**src/rtl/rk_ctrl_gen_pkg.sv**
```systemverilog
// rtl/rk_ctrl_gen_pkg.sv - shared types and constants for the RK8E-class controller
// Contents: sd link types (sdOP_t, sdSTATE_t, sdDISKaddr_t), controller FSM
// type (rkFSM_t), status bit indices, IOT function codes, command codes.
package sd_types;

    typedef enum logic [1:0] {
        sdopNOP,
        sdopRD,
        sdopWR,
        sdopABORT
    } sdOP_t;

    typedef enum logic [2:0] {
        sdstateINIT,
        sdstateREADY,
        sdstateREAD,
        sdstateWRITE,
        sdstateINFAIL,
        sdstateRWFAIL,
        sdstateDONE
    } sdSTATE_t;

    // {17 zero bits, drive[1:0], cylinder msb, dar[0:11]}
    typedef logic [0:31] sdDISKaddr_t;

    typedef enum logic [1:0] {
        rkIDLE,
        rkISSUE,
        rkXFER,
        rkABORT
    } rkFSM_t;

    // CPU major-state encoding of F1 (fetch phase in which IOTs execute)
    localparam logic [4:0] CPU_F1 = 5'd1;

    // Status register bit indices (bit 0 is the MSB, 0o4000)
    localparam int STAT_DONE  = 0;
    localparam int STAT_BUSY  = 5;
    localparam int STAT_WLOCK = 7;
    localparam int STAT_DRIVE = 10;
    localparam int STAT_CYL   = 11;

    // IOT function codes, instruction[9:11]
    localparam logic [2:0] FN_DSKP = 3'd1;
    localparam logic [2:0] FN_DCLC = 3'd2;
    localparam logic [2:0] FN_DLAG = 3'd3;
    localparam logic [2:0] FN_DLCA = 3'd4;
    localparam logic [2:0] FN_DRST = 3'd5;
    localparam logic [2:0] FN_DLDC = 3'd6;
    localparam logic [2:0] FN_DMAN = 3'd7;

    // Command register function field, cmd[0:2]
    localparam logic [0:2] CMD_READ     = 3'o0;
    localparam logic [0:2] CMD_READALL  = 3'o1;
    localparam logic [0:2] CMD_WPROT    = 3'o2;
    localparam logic [0:2] CMD_SEEK     = 3'o3;
    localparam logic [0:2] CMD_WRITE    = 3'o4;
    localparam logic [0:2] CMD_WRITEALL = 3'o5;

    // 000/001/100/101 move data; the middle bit is 0 for all of them
    function automatic logic cmd_is_xfer(input logic [0:2] f);
        return ~f[1];
    endfunction

    function automatic logic cmd_is_write(input logic [0:2] f);
        return f[0] & ~f[1];
    endfunction

endpackage

```
**src/rtl/rk_ctrl_gen_if.sv**
```systemverilog
// rtl/rk_ctrl_gen_if.sv - controller <-> sd SPI block link
// Signals: sd_op (command), sd_state (sdSTAT.state), sd_dma_addr (final DMA
// address), sd_mem_addr, sd_disk_addr, sd_len.
// Modports: master = controller side, slave = sd side.
interface rk_ctrl_gen_if;
    import sd_types::*;

    sdOP_t       sd_op;
    sdSTATE_t    sd_state;
    logic [0:14] sd_dma_addr;
    logic [0:14] sd_mem_addr;
    sdDISKaddr_t sd_disk_addr;
    logic        sd_len;

    modport master (
        output sd_op, sd_mem_addr, sd_disk_addr, sd_len,
        input  sd_state, sd_dma_addr
    );

    modport slave (
        input  sd_op, sd_mem_addr, sd_disk_addr, sd_len,
        output sd_state, sd_dma_addr
    );

endinterface

```
**src/rtl/rk_ctrl_gen_iot_decode.sv**
```systemverilog
// rtl/rk_ctrl_gen_iot_decode.sv - IOT decode into a one-hot function strobe
// Ports: instruction, state (CPU major state), uf (user mode) in;
// fn[7:0] one-hot strobe indexed by instruction[9:11], caf (6007) out.
module rk_iot_decode
    import sd_types::*;
#(
    parameter logic [5:0] DEVCODE = 6'o74
) (
    input  logic [0:11] instruction,
    input  logic [4:0]  state,
    input  logic        uf,
    output logic [7:0]  fn,
    output logic        caf
);

    logic iot;

    always_comb begin
        iot = (state == CPU_F1) && !uf && (instruction[0:2] == 3'o6);
        fn  = '0;
        if (iot && (instruction[3:8] == DEVCODE)) begin
            fn[instruction[9:11]] = 1'b1;
        end
        caf = iot && (instruction[3:11] == 9'o007);
    end

endmodule

```
**src/rtl/rk_ctrl_gen.sv**
```systemverilog
// rtl/rk_ctrl_gen.sv - RK8E-class disk controller front-end (IOT regs + sd sequencer)
// Ports: clk, reset (sync, active-high), clear (IOCLR), instruction, state,
// ac, UF in; disk_bus, skip, interrupt, to_disk out; sd (rk_ctrl_gen_if.master).
// Parameters: DEVCODE, NDRIVES (1..4), MAX_CYL.
// Build option: RK_DMAN_EN enables DMAN (function 7) register readback.
module rk_ctrl_gen
    import sd_types::*;
#(
    parameter logic [5:0] DEVCODE = 6'o74,
    parameter int         NDRIVES = 4,
    parameter int         MAX_CYL = 202
) (
    input  logic          clk,
    input  logic          reset,
    input  logic          clear,
    input  logic [0:11]   instruction,
    input  logic [4:0]    state,
    input  logic [0:11]   ac,
    input  logic          UF,
    output logic [0:11]   disk_bus,
    output logic          skip,
    output logic          interrupt,
    output logic          to_disk,
    rk_ctrl_gen_if.master sd
);

    logic [7:0]  fn;
    logic        caf;

    logic [0:11] cmd_reg;
    logic [0:11] car;
    logic [0:11] dar;
    logic [0:11] status;
    logic [3:0]  wlock;
    logic        seek_pend;
    logic        xfer_wr;

    rkFSM_t      fsm;
    rkFSM_t      fsm_next;
    sdOP_t       op_c;
    logic        xfer_done;
    logic        xfer_fail;

    logic        clr_any;
    logic [1:0]  drive;
    logic [7:0]  cyl;
    logic [0:11] dlag_err;
    logic        dlag_ok;
    logic        start;
    logic        seek_set;
    logic        abort_req;

    rk_iot_decode #(.DEVCODE(DEVCODE)) u_decode (
        .instruction (instruction),
        .state       (state),
        .uf          (UF),
        .fn          (fn),
        .caf         (caf)
    );

    assign clr_any = clear | caf;
    assign drive   = cmd_reg[9:10];
    assign cyl     = {cmd_reg[11], ac[0:6]};

    // DLAG validation; only the first failing check is reported
    always_comb begin
        dlag_err = '0;
        if (fsm != rkIDLE) begin
            dlag_err[STAT_BUSY] = 1'b1;
        end else if (32'(drive) >= NDRIVES) begin
            dlag_err[STAT_DRIVE] = 1'b1;
        end else if (32'(cyl) > MAX_CYL) begin
            dlag_err[STAT_CYL] = 1'b1;
        end else if (cmd_is_write(cmd_reg[0:2]) && wlock[drive]) begin
            dlag_err[STAT_WLOCK] = 1'b1;
        end
    end

    assign dlag_ok  = fn[FN_DLAG] && (dlag_err == '0);
    assign start    = dlag_ok && cmd_is_xfer(cmd_reg[0:2]);
    // Seek reports done only when asked to; NOP (11x) always does
    assign seek_set = dlag_ok &&
                      (((cmd_reg[0:2] == CMD_SEEK) && cmd_reg[4]) ||
                       (cmd_reg[0:1] == 2'b11));
    assign abort_req = (clr_any || (fn[FN_DCLC] && ac[11])) && (fsm != rkIDLE);

    always_ff @(posedge clk) begin
        if (reset) begin
            fsm <= rkIDLE;
        end else begin
            fsm <= fsm_next;
        end
    end

    // Commands are held only while sd still reports READY, so sd sees a
    // level it can sample and drop once it has accepted the request.
    always_comb begin
        fsm_next  = fsm;
        op_c      = sdopNOP;
        xfer_done = 1'b0;
        xfer_fail = 1'b0;
        case (fsm)
            rkIDLE: begin
                if (start) begin
                    fsm_next = rkISSUE;
                end
            end
            rkISSUE: begin
                if (sd.sd_state == sdstateREADY) begin
                    op_c = xfer_wr ? sdopWR : sdopRD;
                end else begin
                    fsm_next = rkXFER;
                end
            end
            rkXFER: begin
                if (sd.sd_state == sdstateDONE) begin
                    xfer_done = 1'b1;
                    fsm_next  = rkIDLE;
                end else if ((sd.sd_state == sdstateINFAIL) ||
                             (sd.sd_state == sdstateRWFAIL)) begin
                    xfer_fail = 1'b1;
                    fsm_next  = rkIDLE;
                end
            end
            rkABORT: begin
                if (sd.sd_state == sdstateREADY) begin
                    fsm_next = rkIDLE;
                end else begin
                    op_c = sdopABORT;
                end
            end
            default: fsm_next = rkIDLE;
        endcase
        if (abort_req) begin
            fsm_next  = rkABORT;
            xfer_done = 1'b0;
            xfer_fail = 1'b0;
        end
    end

    // Sequencer results are applied first so that a same-cycle IOT write
    // to the same register overrides them.
    always_ff @(posedge clk) begin
        if (reset) begin
            cmd_reg   <= '0;
            car       <= '0;
            dar       <= '0;
            status    <= '0;
            wlock     <= '0;
            seek_pend <= 1'b0;
            xfer_wr   <= 1'b0;
            disk_bus  <= '0;
            skip      <= 1'b0;
            interrupt <= 1'b0;
        end else begin
            interrupt <= (status != '0) && cmd_reg[3];
            seek_pend <= seek_set;

            if (state == CPU_F1) begin
                skip <= fn[FN_DSKP] && (status != '0);
            end

            if (seek_pend) begin
                status[STAT_DONE] <= 1'b1;
            end
            if (xfer_done) begin
                status[STAT_DONE] <= 1'b1;
                car               <= sd.sd_dma_addr[3:14];
                cmd_reg[6:8]      <= sd.sd_dma_addr[0:2];
            end
            if (xfer_fail) begin
                status[STAT_DRIVE] <= 1'b1;
            end
            if (start) begin
                xfer_wr <= cmd_is_write(cmd_reg[0:2]);
            end

            if (fn[FN_DCLC]) begin
                status <= '0;
            end
            if (fn[FN_DLAG]) begin
                dar <= ac;
                for (int i = 0; i < 12; i++) begin
                    if (dlag_err[i]) begin
                        status[i] <= 1'b1;
                    end
                end
            end
            if (fn[FN_DLCA]) begin
                car <= ac;
            end
            if (fn[FN_DRST]) begin
                disk_bus <= status;
            end
            if (fn[FN_DLDC]) begin
                cmd_reg <= ac;
                status  <= '0;
                if (ac[0:2] == CMD_WPROT) begin
                    wlock[ac[9:10]] <= 1'b1;
                end
            end
`ifdef RK_DMAN_EN
            if (fn[FN_DMAN]) begin
                disk_bus <= ac[0] ? dar : car;
            end
`endif

            // Write locks model per-drive hardware state and survive IOCLR
            if (clr_any) begin
                cmd_reg   <= '0;
                car       <= '0;
                dar       <= '0;
                status    <= '0;
                seek_pend <= 1'b0;
            end
        end
    end

    logic unused_fn;
`ifdef RK_DMAN_EN
    assign unused_fn = fn[0];
`else
    assign unused_fn = fn[0] ^ fn[FN_DMAN];
`endif

    assign to_disk         = xfer_wr;
    assign sd.sd_op        = op_c;
    assign sd.sd_mem_addr  = {cmd_reg[6:8], car};
    assign sd.sd_disk_addr = {17'd0, cmd_reg[9:10], cmd_reg[11], dar};
    assign sd.sd_len       = cmd_reg[5];

endmodule

```
**src/flat_wrapper.sv**
```systemverilog
// flat-port wrapper written by rule: the top's interface ports become plain ports
module rk_ctrl_gen_flat import sd_types::*;
#(
    parameter logic [5:0] DEVCODE = 6'o74,
    parameter int         NDRIVES = 4,
    parameter int         MAX_CYL = 202
)
  (clk, reset, clear, instruction, state, ac, UF, disk_bus, skip, interrupt, to_disk, sd_sd_op, sd_sd_mem_addr, sd_sd_disk_addr, sd_sd_len, sd_sd_state, sd_sd_dma_addr);
  rk_ctrl_gen_if sd_i ();
  input  logic clk;
  input  logic reset;
  input  logic clear;
  input  logic [0:11] instruction;
  input  logic [4:0] state;
  input  logic [0:11] ac;
  input  logic UF;
  output logic [0:11] disk_bus;
  output logic skip;
  output logic interrupt;
  output logic to_disk;
  output wire logic [$bits(sd_i.sd_op)-1:0] sd_sd_op;
  output wire logic [$bits(sd_i.sd_mem_addr)-1:0] sd_sd_mem_addr;
  output wire logic [$bits(sd_i.sd_disk_addr)-1:0] sd_sd_disk_addr;
  output wire logic [$bits(sd_i.sd_len)-1:0] sd_sd_len;
  input wire logic [$bits(sd_i.sd_state)-1:0] sd_sd_state;
  input wire logic [$bits(sd_i.sd_dma_addr)-1:0] sd_sd_dma_addr;
  assign sd_sd_op = sd_i.sd_op;
  assign sd_sd_mem_addr = sd_i.sd_mem_addr;
  assign sd_sd_disk_addr = sd_i.sd_disk_addr;
  assign sd_sd_len = sd_i.sd_len;
  assign sd_i.sd_state = sd_sd_state;
  assign sd_i.sd_dma_addr = sd_sd_dma_addr;
  rk_ctrl_gen #(.DEVCODE(DEVCODE), .NDRIVES(NDRIVES), .MAX_CYL(MAX_CYL)) u_core (.clk(clk), .reset(reset), .clear(clear), .instruction(instruction), .state(state), .ac(ac), .UF(UF), .disk_bus(disk_bus), .skip(skip), .interrupt(interrupt), .to_disk(to_disk), .sd(sd_i));
endmodule
```
**config.mk**
```make
export PLATFORM = sky130hd
export DESIGN_NAME = rk_ctrl_gen_flat
export DESIGN_NICKNAME = d
export VERILOG_FILES = /design/src/rtl/rk_ctrl_gen_pkg.sv /design/src/rtl/rk_ctrl_gen_if.sv /design/src/rtl/rk_ctrl_gen_iot_decode.sv /design/src/rtl/rk_ctrl_gen.sv /design/src/flat_wrapper.sv
export SDC_FILE = /design/constraint.sdc
export NUM_CORES = 1
export LEC_CHECK = 0
export ABC_AREA = 1
export CORE_ASPECT_RATIO = 0.7
export CORE_MARGIN = 2
export CORE_UTILIZATION = 55
export DETAILED_ROUTE_END_ITERATION = 7
export DONT_BUFFER_PORTS = 1
export PLACE_DENSITY = 0.7
export SLEW_MARGIN = 5
export SYNTH_ARGS = -nofsm -noshare
export SYNTH_HDL_FRONTEND = slang
export SYNTH_SLANG_ARGS = --single-unit
export TNS_END_PERCENT = 50
```
**constraint.sdc**
```tcl
create_clock -name clk -period 2.5 [get_ports clk]
set_clock_uncertainty 0.15 [all_clocks]
set_input_delay 0.25 -clock clk [delete_from_list [all_inputs] [get_ports clk]]
set_output_delay 0.25 -clock clk [all_outputs]
set_load 0.005 [all_outputs]
```
=== Word level (Yosys, flattened, before mapping) ===
Index checks and enable logic that the tools add are counted.

* Bits in registers: 70
* Bits in latches: 0
* RAM bits: 0
* Bits in read-only memories: 0
* Input port bits: 51
* Output and inout bits: 65
* Logic and storage cells: 112
* Memories: 0

* $add $sub $neg: 0
* Multiply operators: 0
* Divide/modulo/power cells: 0
* Magnitude comparators: 6
* Eq/ne operators: 18
* Shift operators: 0
* Mux-type cells: 43
* Bitwise operators: 4
* Reductions and logical operators: 29

{| class="wikitable"
|+ Operator list
! kind !! number
|-
| $mux 12 || 3
|-
| $mux 1 || 22
|-
| $mux 2 || 9
|-
| $logic_and 1x1->1 || 15
|-
| $mux 7 || 2
|-
| $eq 3x3->1 const B || 4
|-
| $logic_not 12->1 || 1
|-
| $reduce_bool 12->1 || 1
|-
| $eq 9x3->1 const B || 1
|-
| $gt 8x8->1 const B || 1
|-
| $pmux 2 s4 || 1
|-
| $eq 2x2->1 const B || 3
|-
| $eq 3x2->1 const B || 2
|-
| $eq 6x6->1 const B || 1
|-
| $lt 2x3->1 const B || 2
|-
| $mux 6 || 1
|-
| $ne 3x1->1 const B || 2
|-
| $reduce_bool 2->1 || 3
|-
| $eq 5x1->1 const B || 1
|-
| $lt 3x4->1 const B || 1
|-
| $ne 4x1->1 const B || 1
|-
| $or 4x4->4 || 1
|-
| $pmux 2 s2 || 1
|-
| $reduce_and 4->1 || 1
|-
| 18 further kinds || 20
|}

=== Longest topological paths before layout ===
Gate-level depths: netlist of run 1.

* Depth after elaboration: 13
* Mapped depth: 13
* Gate-level depth less buffers: 12

=== Modules after synthesis ===
From an unflattened synthesis of run 1, not the netlist that was laid out.

* Cell total of the unflattened synthesis: 391
* Area, all modules: 2806.4 sq um

{| class="wikitable"
|+ By module, submodules not included
! module !! times used !! cells an instance !! area an instance (sq um) !! sequential area each (sq um)
|-
| rk_ctrl_gen || 1 || 350 || 2620.0 || 1121.1
|-
| rk_iot_decode || 1 || 41 || 186.4 || 0.0
|}

=== Least setup slack after synthesis of run 1 ===
Ideal clock, no wire load.

* Path type: input port to flip-flop
* From: in state[2]
* To: reg u_core.car[0] (netlist bit)
* Setup time: 0.113 ns
* Arrival: 1.398 ns
* Required time: 2.237 ns
* Slack: 0.839 ns
* Cell stages on the path: 11
* Buffers on the path: 1
* Cell sequence: nor2_1 -> nand3_2 -> nor2_8 -> nand4_1 -> nand2_4 -> nand2_4 -> nand2_4 -> nand2_4 -> buf_6 -> o21ai_1 -> nor2_1

* Cells in the longest elaborated chain, start to end: 10
* Elaborated cells between the ends (all ways): 14
* Classes of those cells: eq/ne: 1; mux: 3; bitwise: 1; reduce/logical: 9

{| class="wikitable"
|+ Ends and longest elaborated chain
! item !! line !! RTL
|-
| from (decl) || flat_wrapper.sv:14 || <nowiki>input logic [4:0] state;</nowiki>
|-
| $eq 5x1->1 * || rk_ctrl_gen_iot_decode.sv:19 || <nowiki>iot = (state == CPU_F1) && !uf && (instruction[0:2] == 3'o6);</nowiki>
|-
| $logic_and 1x1->1 * (2 in a row) || rk_ctrl_gen_iot_decode.sv:19 ||
|-
| $logic_and 1x1->1 || rk_ctrl_gen_iot_decode.sv:21 || <nowiki>if (iot && (instruction[3:8] == DEVCODE)) begin</nowiki>
|-
| $mux 7 || rk_ctrl_gen_iot_decode.sv:21 ||
|-
| $logic_and 1x1->1 || rk_ctrl_gen.sv:85 || <nowiki>assign abort_req = (clr_any || (fn[FN_DCLC] && ac[11])) && (fsm != rkIDLE);</nowiki>
|-
| $logic_or 1x1->1 || rk_ctrl_gen.sv:85 ||
|-
| $logic_and 1x1->1 || rk_ctrl_gen.sv:85 ||
|-
| $mux 1 || rk_ctrl_gen.sv:134 || <nowiki>if (abort_req) begin</nowiki>
|-
| $reduce_bool 2->1 (no source line) || - ||
|-
| to (signal assigned) || rk_ctrl_gen.sv:168 || <nowiki>car <= sd.sd_dma_addr[3:14];</nowiki>
|-
| to (decl) || rk_ctrl_gen.sv:31 || <nowiki>logic [0:11] car;</nowiki>
|}

Mark *: on every way between the ends. The rest lies on a longest branch, timed or not.
A chain may end at the register's enable or synchronous reset.

=== Final worst setup path of run 1 ===
* From: in UF
* To: reg u_core.car[0] (netlist bit)

* Cells in the longest elaborated chain, start to end: 10
* Elaborated cells between the ends (all ways): 14
* Classes of those cells: mux: 3; bitwise: 1; reduce/logical: 10

{| class="wikitable"
|+ Ends and longest elaborated chain
! item !! line !! RTL
|-
| from (decl) || flat_wrapper.sv:16 || <nowiki>input logic UF;</nowiki>
|-
| $logic_not 1->1 * || rk_ctrl_gen_iot_decode.sv:19 ||
|-
| $logic_and 1x1->1 * (2 in a row) || rk_ctrl_gen_iot_decode.sv:19 ||
|-
| $logic_and 1x1->1 || rk_ctrl_gen_iot_decode.sv:21 ||
|-
| $mux 7 || rk_ctrl_gen_iot_decode.sv:21 ||
|-
| $logic_and 1x1->1 || rk_ctrl_gen.sv:85 ||
|-
| $logic_or 1x1->1 || rk_ctrl_gen.sv:85 ||
|-
| $logic_and 1x1->1 || rk_ctrl_gen.sv:85 ||
|-
| $mux 1 || rk_ctrl_gen.sv:134 ||
|-
| $reduce_bool 2->1 (no source line) || - ||
|}

Marked as above.

==> results of run 1 <==
power breakdown:
group,switching (uW),internal [uW],total [uW]
sequential,5.54,896,901
combinational,91.9,47.0,139
clock,296,201,498
total,394,1140,1540
cell families after synthesis:
| logic type | after synthesis | share of synthesized area (%) |
|---|---|---|
| other | 1 | 0.1286 |
| and+or+nand+nor | 176 | 29.43 |
| AOI/OAI and AO/OA | 86 | 15.74 |
| DFF | 56 | 38.44 |
| buffers and inverters | 86 | 16.26 |
synth_stat cells (3+ instances only):
| master | n |
|---|---|
| nand3_2 | 3 |
| o21ai_1 | 13 |
| nand4_1 | 3 |
| nor3_1 | 3 |
| o21ai_0 | 32 |
| nand2_4 | 5 |
| nand3_1 | 14 |
| buf_2 | 7 |
| dfxtp_1 | 56 |
| inv_2 | 5 |
| a21oi_1 | 33 |
| nand2_1 | 75 |
| buf_4 | 30 |
| inv_1 | 38 |
| nor2_1 | 58 |
| o21a_1 | 5 |
worst paths after layout:
check,end,cells after the start
hold reg to reg,u_core.status[5]$_SDFF_PP0_,2
setup reg to reg,u_core.car[0]$_SDFFE_PP0P_,9
hold / removal,u_core.skip$_SDFFE_PP0N_,3
setup / recovery,u_core.car[0]$_SDFFE_PP0P_,10
area by class of cell:
class	count	area, sq um
Inverter	45	175.2
Sequential cell	56	1121
Fill cell	495	2127
Clock buffer	5	68.82
Multi-Input combinational cell	286	1408
Clock inverter	3	22.52
Timing Repair Buffer	17	162.7
Tap cell	72	90.09
worst min-delay path, stage by stage:
cell     delay, ns
inv_1         0.05
o21ai_0       0.07
a21oi_1       0.04
metal layers:
| metal | vias up | track usage, % | part of all wire (%) |
|---|---|---|---|
| li1 | 1260 | - | - |
| met1 | 1134 | 32.83 | 44 |
| met2 | 118 | 33.89 | 43 |
| met3 | 6 | 8.721 | 13 |
| met4 | 0 | 5.303 | 0.61 |
| met5 | - | 0 | 0 |
through the flow:
stage	util (%)	area, sq um	worst slack (ns)
6_report	58.90	3048	0.7930
5_1_grt	58.90	3048	0.6447
4_1_cts	58.90	3048	0.8048
3_5_place_dp	54.42	2816	0.4733
3_3_place_gp	54.42	2816	0.5902
2_1_floorplan	-	3003	0.8386
==> flow_summary.toml, run 1 <==
[run_status]
status = "complete, no violations"

[setup_path]
end_kind = "flip-flop"
path_buf_inv = 2
setup.worst_path.start = "UF"
reg2reg_from = "u_core.fsm[1]$_SDFFE_PP0P_"
r2r_slack_ns = 0.82
crit_top_cell = "nor2_1"
cpPeakStageDelay_ns = 0.28
cp_max_fo = 25
cp-start-kind = "primary input"
crit_required_ns = 2.55
crit_arrival_ns = 1.76
crit_type = "in2reg"
path_cells = "nor2_1, nand3_2, nor2_8, nand2_4, clkinv_2, nand4_4, nand2_4, clkinv_4, nor2_1, nor2_1"
crit_slowest_cell = "nand2_4"
cpLargestDelayFamily = "simple AND/OR/NAND/NOR gates"

[global_routing]
grt_max_degree = 26
grt_pass1_vias = 2248
antenna_found_initial = 0
grt_pass1_wl_um = 10870
track_usage_pct = 23.31
grt_overflow = 0

[sta]
setup_viol = 0
period_share_pct = 68.28
final-max-slew-violation-count = 0
fmaxAchievable_ghz = 0.5858
setup_tns_ns = 0
rsz0062_at_grt = "false"
tightest_slew_ns = 0.5691
hold_violations = 0
max_slew_margin_pct = 61.77
fin_crit_ns = 1.707
whs_ns = 0.003634

[routing]
drc = 0
drtIter0Drc = 161
via_count = 2518
drtAntennaViolNets = 0
firstDrtPassIters = 4
wl_per_cell_um = 13.96
totalWireLength_um = 6756
vias_per_cell = 5.202

[final_layout]
final_cell_mix = "75 x nand2_1, 58 x nor2_1, 56 x dfxtp_1"
syn2layout_area_growth_pct = 4.504
layout_commonest_cell = "nand2_1"
layout-drive-gt1-share_pct = 9.466
final_nets = 462
diodes = 0
final_cell_count_no_fill = 484

[clock_network]
cts_tree = "done"
cts_root_buf = "clkbuf_8"
post-cts-setup-buffer-count = 0
postCtsHoldBufs = 14
clock_latency_ns = 0.31
cts_max_level = 2
cts.sinks = 56
ctsResizeCount = 0
clockBufferDepth = 2
cts_buffers = 5
path_clk_slew_ns = 0.10

[pwr]
pwr_density_cell_nw_per_um2 = 504.5
p_total_uw = 1538
total_leakage_power_uw = 0.001341
ir_drop_v = 0.0002559

[logic_synthesis]
synth_warnings = 0
synthTopCellsByArea = "dfxtp_1 38%, nand2_1 9.7%, buf_4 7.7%"
ys.flop_type = "dfxtp_1"
ys_ff_latch = 56
synth.distinct_cells = 36
synth_top_area_share_pct = 38.44
yosysSeqAreaShare_pct = 38.44
synth_cells = 405
syn_area_sq_um = 2917
syn_avg_cell_area_sq_um = 7.201
yosysTopAreaCell = "dfxtp_1"
async_flop_share_pct = 0
synth-edff-count = 0

[placed_design]
placed_cells = 462
hpwlAfterDp_um = 4985
io_buffers = 0
gp_congestion = 0.8576

[job]
drv_cap = 0

[die]
rows = 22
dieHeight_um = 64.93
ioPinCount = 116
chipWidth_um = 91.04
design.core.area_sq_um = 5175
die-area_sq_um = 5910
start_util_pct = 56.36

[hold_path]
hold_start = "reset"
hp-class = "in2reg"
(Power assumes the default switching activity.)
==> inputs of run 2 (changes only) <==
==> constraint.sdc (replaced) <==
create_clock -name clk -period 1.6 [get_ports clk]
set_clock_uncertainty 0.15 [all_clocks]
set_input_delay 0.16 -clock clk [delete_from_list [all_inputs] [get_ports clk]]
set_output_delay 0.16 -clock clk [all_outputs]
set_load 0.005 [all_outputs]
==> run 2 against run 1 <==
  * Non-clock buffer count is 39 higher
  * Setup slack worse by 0.72 ns
  * Core utilization increased by 8.4 points
  * Total power increased by 64%
  * Clock-buffer cell count is the same
  * Clock power grew 63%
  * Flip-flop and latch count is the same
  * Combinational power is 110% higher
  * Sequential power grew 56%
  * First-iteration DRC count grew 55%
==> flow_summary.toml, run 2 (synthesized netlist as in run 1, its figures left out) <==
[placed_design]
io_buffers = 0
gp_congestion = 0.8990
place_ws_ns = -0.09951
postPlaceCellArea_sq_um = 2984
hpwlAfterDp_um = 5285

[setup_path]
end_kind = "flip-flop"
cp-start-kind = "primary input"
cp_max_fo = 13
crit_type = "in2reg"
reg2reg_from = "u_core.fsm[0]$_SDFFE_PP0P_"
setup.worst_path.start = "clear"
crit_required_ns = 1.66
crit_arrival_ns = 1.59

[routing]
via_count = 2760
totalWireLength_um = 7482
firstDrtPassIters = 5
drtIter0Drc = 250
drtAntennaViolNets = 0
drc = 0
vias_per_cell = 5.277
wl_per_cell_um = 14.31

[run_status]
status = "complete, no violations"

[clock_network]
cts.sinks = 56
cts_buffers = 5
cts_max_level = 2
cts_root_buf = "clkbuf_8"
clock_latency_ns = 0.32
post-cts-setup-buffer-count = 0
clockBufferDepth = 2
path_clk_slew_ns = 0.10
cts_tree = "done"

[pwr]
ir_drop_v = 0.0003415
pwr_density_cell_nw_per_um2 = 723.5
p_total_uw = 2518
total_leakage_power_uw = 0.001530

[hold_path]
hp-class = "in2reg"
hold_start = "state[0]"

[global_routing]
grt_overflow = 0
grt_pass1_vias = 2419
track_usage_pct = 24.70
antenna_found_initial = 0
grt_pass1_wl_um = 11650
grt_max_degree = 25

[sta]
period_share_pct = 95.70
hold_violations = 0
fin_ws_ns = 0.06884
final-max-slew-violation-count = 0
fmaxAchievable_ghz = 0.6531
fin_crit_ns = 1.531
setup_viol = 0

[die]
dieHeight_um = 64.93
design.core.area_sq_um = 5175
die-area_sq_um = 5910
start_util_pct = 56.36
ioPinCount = 116
rows = 22
chipWidth_um = 91.04

[final_layout]
syn2layout_area_growth_pct = 19.35
final_cell_mix = "73 x nand2_1, 54 x nor2_1, 53 x dfxtp_1"
postLayoutCellArea_sq_um = 3481
diodes = 0
layout_commonest_cell = "nand2_1"
final_nets = 501
layout-drive-gt1-share_pct = 16.41

[job]
drv_cap = 0
==> run 2: layout make-up <==
| class | count | area (sq um) |
|---|---|---|
| fillers | 438 | 1694 |
| inverters | 45 | 176.4 |
| flip-flops and latches | 56 | 1130 |
| clock buffers | 5 | 68.82 |
| well taps | 72 | 90.09 |
| multi-input cells | 286 | 1458 |
| clock inverters | 3 | 27.53 |
| repair buffers | 56 | 530.5 |
==> run 2: worst paths after layout <==
check                                 to  slack (ns)  cells after the start
max reg2reg  u_core.car[10]$_SDFFE_PP0P_        0.10                      8
min             u_core.skip$_SDFFE_PP0N_       0.007                      3
max          u_core.car[10]$_SDFFE_PP0P_        0.07                      9
min reg2reg  u_core.interrupt$_SDFF_PP0_        0.33                      2
==> run 2: power by group <==
part | internal (uW) | switching [uW]
registers | 1400 | 9.66
clock network | 322 | 489
logic | 124 | 172
==> run 2: layer usage <==
metal	global-route usage [%]	routed length [um]	vias up
met5	0	0	-
met4	6.250	114	0
met3	6.860	843	17
met2	38.24	3291	167
met1	34.17	3233	1243
li1	-	-	1333
==> run 2: timing repair <==
item,4_1_cts,5_1_grt
gates resized for setup,1,22
setup endpoints to repair,12,21
endpoints found under the hold margin,52,0
hold buffers,34,0
pin swaps,0,1
==> run 2: critical path, cell delays in order <==
cell	delay, ns
dlygate4sd3_1	0.58
a21oi_4	0.19
nand2_4	0.08
nand2_4	0.07
nand2_4	0.08
nand2_8	0.12
clkinv_4	0.12
nor2_1	0.12
nor2_1	0.06
==> run 2: metrics by stage <==
step	util [%]	setup TNS (ns)	std cells	hold slack, ns
3_5_place_dp	57.66	-0.9146	481	0.08365
5_1_grt	67.26	-0.01297	523	0.02145
6_report	67.26	0	523	0.006866
4_1_cts	66.15	0	523	0.007890
3_3_place_gp	57.66	-0.4109	481	0.08386
2_1_floorplan	-	0	428	0.1526
==> inputs of run 3 (changes only) <==
--- a/config.mk
+++ b/config.mk
@@ -7,7 +7,7 @@
 export LEC_CHECK = 0
 export ABC_AREA = 1
 export CORE_ASPECT_RATIO = 0.7
-export CORE_MARGIN = 2
+export CORE_MARGIN = 3
 export CORE_UTILIZATION = 55
 export DETAILED_ROUTE_END_ITERATION = 7
 export DONT_BUFFER_PORTS = 1
==> constraint.sdc (replaced) <==
create_clock -name clk -period 1.9 [get_ports clk]
set_clock_uncertainty 0.15 [all_clocks]
set_input_delay 0.19 -clock clk [delete_from_list [all_inputs] [get_ports clk]]
set_output_delay 0.19 -clock clk [all_outputs]
set_load 0.005 [all_outputs]
==> run 3 against run 2 <==
  * Clock power shrank 14%
  * Global-route usage down 1.2 points
  * Combinational power shrank 28%
  * Total power down 17%
  * Via count is 6.0% lower
  * Die area up 5.3%
  * Largest power group unchanged
  * Core utilization is 1.8 points lower
  * Critical endpoint is now u_core.fsm[0]$_SDFFE_PP0P_
  * Clock-buffer cell count unchanged
  * Hold slack improved by 0.0017 ns
  * Sequential share of layout area increased by 2.2 points
  * Cell count is 4.6% lower
==> flow_summary.toml, run 3 (synthesized netlist as in run 1, its figures left out) <==
[setup_path]
ff2ff_path_depth = 10
crit_type = "in2reg"
cpPeakStageDelay_ns = 0.57
cp_max_fo = 4
crit_slowest_cell = "dlygate4sd3_1"
crit_top_cell = "nand2_1"
crit_arrival_ns = 1.75
r2r_end = "u_core.fsm[1]$_SDFFE_PP0P_"
crit_required_ns = 1.94
cp-start-kind = "primary input"
path_cells = "dlygate4sd3_1, inv_1, nand2_1, nand2_1, a21oi_1, nand2_1, nand4_2, nand2_1, o21ai_1, a21oi_1"
reg2reg_from = "u_core.fsm[0]$_SDFFE_PP0P_"
end_kind = "flip-flop"
r2r_slack_ns = 0.24

[run_status]
status = "complete, no violations"

[routing]
drc = 0
drtAntennaViolNets = 0
via_count = 2595
drtIter0Drc = 231
firstDrtPassIters = 5
vias_per_cell = 5.200
totalWireLength_um = 7254
wl_per_cell_um = 14.54

[die]
dieHeight_um = 66.93
rows = 21
start_util_pct = 59.04
design.core.area_sq_um = 4940
chipWidth_um = 93.04
die-area_sq_um = 6226
ioPinCount = 116

[clock_network]
cts.sinks = 56
cts_max_level = 2
clock_latency_ns = 0.32
path_clk_slew_ns = 0.10
clockBufferDepth = 2
cts_buffers = 5
post-cts-setup-buffer-count = 0
cts_root_buf = "clkbuf_8"
cts_tree = "done"

[final_layout]
final_cell_mix = "75 x nand2_1, 58 x nor2_1, 56 x dfxtp_1"
diodes = 0
fin_util_pct = 65.50
layout-drive-gt1-share_pct = 10.00
final_nets = 480
syn2layout_area_growth_pct = 10.94
layout_commonest_cell = "nand2_1"

[placed_design]
io_buffers = 0
hpwlAfterDp_um = 5205
gp_congestion = 0.8743

[global_routing]
grt_overflow = 0
track_usage_pct = 23.52
grt_pass1_vias = 2292
grt_max_degree = 25
grt_pass1_wl_um = 11340
antenna_found_initial = 0

[hold_path]
hold_depth = 4
hold_start = "sd_sd_dma_addr[6]"
hold_end = "u_core.car[5]$_SDFFE_PP0P_"
hp-class = "in2reg"

[pwr]
ir_drop_v = 0.0004008
total_leakage_power_uw = 0.001430
pwr_density_cell_nw_per_um2 = 648.6

[sta]
rsz0062_at_grt = "false"
fmaxAchievable_ghz = 0.5846
period_share_pct = 90.02
setup_tns_ns = 0
fin_crit_ns = 1.710
hold_violations = 0
final-max-slew-violation-count = 0
setup_viol = 0

[job]
drv_cap = 0
==> run 3: cell types whose count changed in the layout (fill, tap and decap cells not counted), sizes merged <==
cell,previous run,this run
dlymetal6s4s,0,1
buf,22,7
dlygate4sd3,34,27
==> run 3: cell type report <==
cell class                 instances  area (sq um)
clock buffer                       5         68.82
sequential                        56          1121
multi-input combinational        286          1408
inverter                          45         176.4
clock inverter                     3         27.53
tap                               69         86.33
timing repair buffer              35         347.8
fill                             454          1704
==> run 3: report_power, final <==
part | internal (uW) | switching (uW) | leakage (uW)
Clock | 272 | 426 | 0.0000463
Sequential | 1180 | 7.40 | 0.000451
Combinational | 82.4 | 132 | 0.000933
==> run 3: layer usage <==
layer	wire [um]	GRT usage, %	share of wire, %
met4	61	6.216	0.84
met2	2956	32.65	41
met5	0	0	0
met3	903	6.772	12
met1	3332	34.98	46
==> run 3: how the worst max path moves through the flow <==
stage	from	to	slack, ns
4_1_cts	ac[4]	u_core.fsm[0]$_SDFFE_PP0P_	0.21
3_3_place_gp	state[2]	u_core.car[4]$_SDFFE_PP0P_	0.17
6_report	ac[4]	u_core.fsm[0]$_SDFFE_PP0P_	0.19
3_5_place_dp	state[2]	u_core.car[11]$_SDFFE_PP0P_	0.13
2_1_floorplan	state[2]	u_core.car[0]$_SDFFE_PP0P_	0.30
5_1_grt	ac[4]	u_core.fsm[0]$_SDFFE_PP0P_	0.05
==> run 3: timing repair <==
action / CTS / global route
setup endpoints to repair: 0 / 1
hold endpoints to repair: 47 / 0
hold buffers: 28 / 0
gates resized for setup: 0 / 2
==> run 3: through the flow <==
stage | cell area, sq um | total power, uW | worst slack, ns | hold slack [ns] | std cells
after floorplan | 3003 | 1375 | 0.2986 | 0.1826 | 428
after global placement | 2855 | 1364 | 0.1719 | 0.1120 | 463
after detailed placement | 2855 | 1365 | 0.1327 | 0.1126 | 463
after CTS | 3232 | 2104 | 0.2090 | 0.0009462 | 499
after global routing | 3236 | 2188 | 0.05258 | 0.03799 | 499
final | 3236 | 2099 | 0.1895 | 0.008610 | 499
==> run 3: critical path: cells and delay by family <==
kind / cells / cell delay [ns]
AND/OR/NAND/NOR: 5 / 0.51
AO/OA/AOI/OAI: 3 / 0.38
buffers and inverters: 2 / 0.68
